File: src/rtl/display_source_scheduler_if.sv
// Bundles the source request/value bus and the digit output bus of the display scheduler.
// The exit pulse is named grant_release because "release" is a reserved word in SystemVerilog.
interface display_source_scheduler_if;
  logic [3:0]  req;
  logic [31:0] values;
  logic [3:0]  grant;
  logic [3:0]  digit;
  logic [1:0]  digit_place;
  logic        blank;
  logic        grant_release;

  modport master (output req, values, input grant, digit, digit_place, blank, grant_release);
  modport slave  (input req, values, output grant, digit, digit_place, blank, grant_release);
endinterface

File: src/rtl/display_source_scheduler.sv
// Round-robin sharing of one 3-digit display between four 8-bit sources:
// grant, double-dabble convert, then scan digits with leading-zero blanking.
module display_source_scheduler #(
  parameter int SCAN_POW2  = 3,
  parameter int DWELL_POW2 = 10
) (
  input logic                       clock,
  input logic                       reset_n,
  display_source_scheduler_if.slave bus
);

  // IDLE: wait for a request | CONVERT: 8 shift-add-3 steps | SHOW: scan places for the dwell period
  typedef enum logic [1:0] {IDLE, CONVERT, SHOW} state_t;

  state_t                state, state_nxt;
  logic [3:0]            grant, grant_nxt;
  logic [1:0]            ptr, ptr_nxt;
  logic [1:0]            winner, winner_nxt;
  logic [1:0]            place, place_nxt;
  logic [1:0]            pick;
  logic [7:0]            shift_reg, shift_nxt;
  logic [11:0]           bcd, bcd_nxt;
  logic [11:0]           adj;
  logic [19:0]           shifted;
  logic [2:0]            step, step_nxt;
  logic [SCAN_POW2-1:0]  scan_cnt, scan_nxt;
  logic [DWELL_POW2-1:0] dwell_cnt, dwell_nxt;
  logic                  released, released_nxt;
  logic                  abort;

  function automatic logic [3:0] add3(input logic [3:0] n);
    return (n >= 4'd5) ? n + 4'd3 : n;
  endfunction

  // Lowest offset from the pointer wins, so scan offsets from high to low.
  always_comb begin
    pick = ptr;
    for (int i = 3; i >= 0; i--) begin
      if (bus.req[ptr + 2'(i)]) pick = ptr + 2'(i);
    end
  end

  assign adj     = {add3(bcd[11:8]), add3(bcd[7:4]), add3(bcd[3:0])};
  assign shifted = {adj, shift_reg} << 1;
  assign abort   = !bus.req[winner];

  always_comb begin
    state_nxt    = state;
    grant_nxt    = grant;
    ptr_nxt      = ptr;
    winner_nxt   = winner;
    place_nxt    = place;
    shift_nxt    = shift_reg;
    bcd_nxt      = bcd;
    step_nxt     = step;
    scan_nxt     = scan_cnt;
    dwell_nxt    = dwell_cnt;
    released_nxt = 1'b0;
    case (state)
      IDLE: begin
        if (|bus.req) begin
          winner_nxt = pick;
          grant_nxt  = 4'b0001 << pick;
          shift_nxt  = bus.values[8*pick +: 8];
          bcd_nxt    = '0;
          step_nxt   = '0;
          state_nxt  = CONVERT;
        end
      end
      CONVERT: begin
        if (!abort) begin
          bcd_nxt   = shifted[19:8];
          shift_nxt = shifted[7:0];
          step_nxt  = step + 3'd1;
          if (step == 3'd7) begin
            state_nxt = SHOW;
            scan_nxt  = '0;
            dwell_nxt = '0;
            place_nxt = 2'd2;
          end
        end
      end
      SHOW: begin
        if (!abort && dwell_cnt != '1) begin
          dwell_nxt = dwell_cnt + 1'b1;
          scan_nxt  = scan_cnt + 1'b1;
          if (scan_cnt == '1) place_nxt = (place == 2'd0) ? 2'd2 : place - 2'd1;
        end
      end
      default: state_nxt = IDLE;
    endcase
    // Dwell expiry and abort share one exit path.
    if ((state == CONVERT && abort) || (state == SHOW && (abort || dwell_cnt == '1))) begin
      state_nxt    = IDLE;
      grant_nxt    = '0;
      ptr_nxt      = winner + 2'd1;
      place_nxt    = 2'd2;
      released_nxt = 1'b1;
    end
  end

  always_ff @(posedge clock) begin
    if (!reset_n) begin
      state     <= IDLE;
      grant     <= '0;
      ptr       <= '0;
      winner    <= '0;
      place     <= 2'd2;
      shift_reg <= '0;
      bcd       <= '0;
      step      <= '0;
      scan_cnt  <= '0;
      dwell_cnt <= '0;
      released  <= 1'b0;
    end else begin
      state     <= state_nxt;
      grant     <= grant_nxt;
      ptr       <= ptr_nxt;
      winner    <= winner_nxt;
      place     <= place_nxt;
      shift_reg <= shift_nxt;
      bcd       <= bcd_nxt;
      step      <= step_nxt;
      scan_cnt  <= scan_nxt;
      dwell_cnt <= dwell_nxt;
      released  <= released_nxt;
    end
  end

  assign bus.grant         = grant;
  assign bus.digit_place   = place;
  assign bus.grant_release = released;

  always_comb begin
    bus.digit = 4'hF;
    bus.blank = 1'b1;
    if (state == SHOW) begin
      case (place)
        2'd2: begin
          bus.digit = bcd[11:8];
          bus.blank = (bcd[11:8] == 4'd0);
        end
        2'd1: begin
          bus.digit = bcd[7:4];
          bus.blank = (bcd[11:8] == 4'd0) && (bcd[7:4] == 4'd0);
        end
        default: begin
          bus.digit = bcd[3:0];
          bus.blank = 1'b0;
        end
      endcase
    end
  end

endmodule

File: src/flat_wrapper.sv
// flat-port wrapper written by rule: the top's interface ports become plain ports
module display_source_scheduler_flat 
#(
  parameter int SCAN_POW2  = 3,
  parameter int DWELL_POW2 = 10
)
  (clock, reset_n, bus_req, bus_values, bus_grant, bus_digit, bus_digit_place, bus_blank, bus_grant_release);
  display_source_scheduler_if bus_i ();
  input logic clock;
  input logic reset_n;
  input wire logic [$bits(bus_i.req)-1:0] bus_req;
  input wire logic [$bits(bus_i.values)-1:0] bus_values;
  output wire logic [$bits(bus_i.grant)-1:0] bus_grant;
  output wire logic [$bits(bus_i.digit)-1:0] bus_digit;
  output wire logic [$bits(bus_i.digit_place)-1:0] bus_digit_place;
  output wire logic [$bits(bus_i.blank)-1:0] bus_blank;
  output wire logic [$bits(bus_i.grant_release)-1:0] bus_grant_release;
  assign bus_i.req = bus_req;
  assign bus_i.values = bus_values;
  assign bus_grant = bus_i.grant;
  assign bus_digit = bus_i.digit;
  assign bus_digit_place = bus_i.digit_place;
  assign bus_blank = bus_i.blank;
  assign bus_grant_release = bus_i.grant_release;
  display_source_scheduler #(.SCAN_POW2(SCAN_POW2), .DWELL_POW2(DWELL_POW2)) u_core (.clock(clock), .reset_n(reset_n), .bus(bus_i));
endmodule
File: config.mk
export PLATFORM = sky130hd
export DESIGN_NAME = display_source_scheduler_flat
export DESIGN_NICKNAME = d
export VERILOG_FILES = /design/src/rtl/display_source_scheduler_if.sv /design/src/rtl/display_source_scheduler.sv /design/src/flat_wrapper.sv
export SDC_FILE = /design/constraint.sdc
export NUM_CORES = 1
export LEC_CHECK = 0
export CORE_UTILIZATION = 26
export CTS_BUF_LIST = sky130_fd_sc_hd__clkbuf_8
export DETAILED_ROUTE_END_ITERATION = 6
export GPL_TIMING_DRIVEN = 0
export PLACE_DENSITY_LB_ADDON = 0.05
export SYNTH_ARGS = -nofsm -noshare
export SYNTH_HDL_FRONTEND = slang
export SYNTH_SLANG_ARGS = --single-unit
export TNS_END_PERCENT = 1
File: constraint.sdc
create_clock -name clock -period 2.3 [get_ports clock]
set_input_delay 0.46 -clock clock [delete_from_list [all_inputs] [get_ports clock]]
set_output_delay 0.46 -clock clock [all_outputs]
set_load 0.03 [all_outputs]
==> flow_summary.yaml <==
routing:
  via_per_inst: 4.92
  ant_nets: 0
  first_pass_iters: 4
  totalWireLength_um: 8440
  vias: 2773
  wl_per_cell_um: 15.0
  drtIter0Drc: 100
  drc: 0
floorplanning:
  core_sq_um: 11000
  die_w_um: 109
  initial_core_util_pct: 27.0
  row_count: 38
  ios: 50
  dieHeight_um: 109
  die_area_sq_um: 11900
cts:
  cts_max_path_buffers: 2
  clk-insertion-delay-late_ns: 0.30
  cts-root-buf: "clkbuf_8"
  ctsHoldBuffers: 0
  path_clk_slew_ns: 0.10
  htreeDepth: 2
  cts_tree: "built"
  cts_num_sinks: 49
  cts_buffers: 5
timing:
  slew-limit-headroom_pct: 59.9
  setup_ws_ns: 0.0822
  finalCritPeriodShare_pct: 96.4
  clock.fmax_ghz: 0.451
  period_minus_slack_ns: 2.22
  fin_hold_ws_ns: 0.462
  worst_pin_slew_ns: 0.599
  rsz0062_at_grt: "yes"
  hold_violations: 0
  skew_ns: 0.00768
  finalMaxSlewViolations: 0
  setup_viol: 0
worst_setup_path:
  cpMaxStageDelayCell: "ha_2"
  crit_path_end_kind: "output port"
  cp_slowest_stage_delay_ns: 0.41
  cp.buffers_inverters: 2
  crit_type: "flop to output port"
  cp_top_family: "buffers and inverters"
  crit_required_ns: 1.84
  arrival_ns: 1.76
  critPathLaunchType: "flop"
  cp_max_fo: 9
  cp_cell_sequence: "inv_1 -> ha_2 -> nand2_1 -> o211ai_1 -> clkdlybuf4s15_1"
cells_and_area:
  final_util_pct: 34.4
  final_nets: 480
  largest_register_ff_count: 12
  antenna-diode-count: 0
  layout-drive-gt1-share_pct: 9.43
  seqCellArea_sq_um: 981
  n_fill_cell: 1165
  area_growth_pct: 27.1
  multiInputGateArea_sq_um: 1830
place:
  pre_cts_ws_ns: -0.562
  gp_congestion: 0.761
  dp_hpwl_um: 6390
  io_buffers: 48
synth:
  synth_top_area_share_pct: 33.0
  syn_nets: 423
  syn_area_per_cell_sq_um: 8.12
  synth_top_area_cell: "dfxtp_1"
  yosys_warnings: 0
  synth_cells: 366
  synth_area_leaders: "dfxtp_1 (33%), ha_1 (8.0%), a21oi_1 (5.7%)"
  yosys_most_used_dff: "dfxtp_1"
  synth_edf_count: 0
  ys_seq_area_share_pct: 33.0
  syn_area_sq_um: 2970
  async_reset_ff_share_pct: 0
  ys_ff_latch: 49
  netlist-cell-type-count: 56
global_route:
  grt_max_degree: 16
  grt_usage_pct: 15.5
  overflow: 0
  grt_pass1_vias: 2828
  grt_pass1_wl_um: 14300
  antenna_found_initial: 0
power:
  power_density_nw_per_um2: 632
  ir_drop_mv: 0.309
  leakage_nw: 1.40
run_status:
  status: "finished clean"
run:
  maxCapViolations: 0
hold_path:
  hold_class: "flop to flop"
path summary, 6_finish.rpt:
path | start | end | slack (ns) | depth (start not counted)
setup / recovery | u_core.bus.digit_place[0] | bus_digit[3] | 0.08 | 5
hold / removal | u_core.bus.grant[3] | u_core.bus.grant[3] | 0.46 | 2
setup reg to reg | u_core.state[1] | u_core.bcd[6] | 0.15 | 7
hold reg to reg | u_core.bus.grant[3] | u_core.bus.grant[3] | 0.46 | 2
cell families after synthesis:
| group | Yosys count | share of synthesized area, % |
|---|---|---|
| buf+inv | 39 | 5.81 |
| flops | 49 | 33.0 |
| fa+ha+maj | 19 | 8.00 |
| mux | 15 | 5.90 |
| compound gates | 93 | 21.6 |
| simple gates | 137 | 21.5 |
| xor+xnor | 14 | 4.13 |
repair_timing:
action | CTS | global route
buffers inserted | 3 | 0
endpoints found under the setup margin | 42 | 44
pin swaps | 2 | 1
hold endpoints to repair | 0 | 0
resized for setup | 19 | 12
synth_stat cells, types with 6 or more instances:
cell	n
a21oi_1	34
a22o_1	8
clkbuf_1	9
dfxtp_1	49
ha_1	19
inv_1	22
mux2i_1	13
nand2_1	45
nand3_1	17
nand4_1	7
nor2_1	35
nor3_1	10
o211ai_1	6
o21ai_0	13
xnor2_1	10
layer usage:
| metal | up-vias | track usage, % | wire length (um) |
|---|---|---|---|
| met3 | 6 | 2.69 | 395 |
| met5 | - | 0 | 0 |
| li1 | 1416 | - | - |
| met2 | 48 | 25.6 | 3780 |
| met4 | 0 | 3.76 | 100 |
| met1 | 1303 | 20.9 | 4160 |
worst min-delay path, stage by stage, from the launching register on:
cell and delay (ns):
dfxtp_1 0.32, nand2_1 0.05, a21oi_1 0.05
where the power goes:
part | switching, mW | internal, mW | total (mW) | leakage, nW
clock | 0.305 | 0.354 | 0.659 | 0.0574
combinational | 0.447 | 0.308 | 0.756 | 0.941
sequential | 0.0505 | 0.920 | 0.971 | 0.398
cells in the final DEF (no fill, tap or decap), types with 4 or more instances in the layout:
cell             count
o211ai_1             6
a21oi_1             34
xor2_1               4
nand2_1             44
clkbuf_2             6
dfxtp_1             49
a22oi_1              5
mux2i_1             13
o221ai_1             4
nor3_1              10
nand2b_1             5
a22o_1               8
o21ai_0             12
clkdlybuf4s50_1     40
xnor2_1             10
buf_4                5
nand4_1              7
ha_1                17
nor2_1              35
nand3_1             17
clkbuf_1             5
inv_1               22
clkbuf_8             6
final cells by class:
cell class                      count  share of cell area, %
Tap cell                          140                   4.64
Buffer                             16                   2.62
Inverter                           22                   2.19
Multi-Input combinational cell    278                   48.5
Sequential cell                    49                   26.0
Timing Repair Buffer               51                   12.9
Clock buffer                        6                   2.19
Clock inverter                      2                  0.994
metrics by stage:
stage	cells	cell area [sq um]	TNS, ns	power, mW
finish	564	3780	0	2.39
detailed placement	554	3630	-17.82	1.72
floorplan	366	2970	0	1.45
global route	564	3780	-0.305	2.54
global placement	554	3630	-17.05	1.73
CTS	564	3780	-0.0211	2.42
No activity file was read; power rests on OpenSTA's default activity.
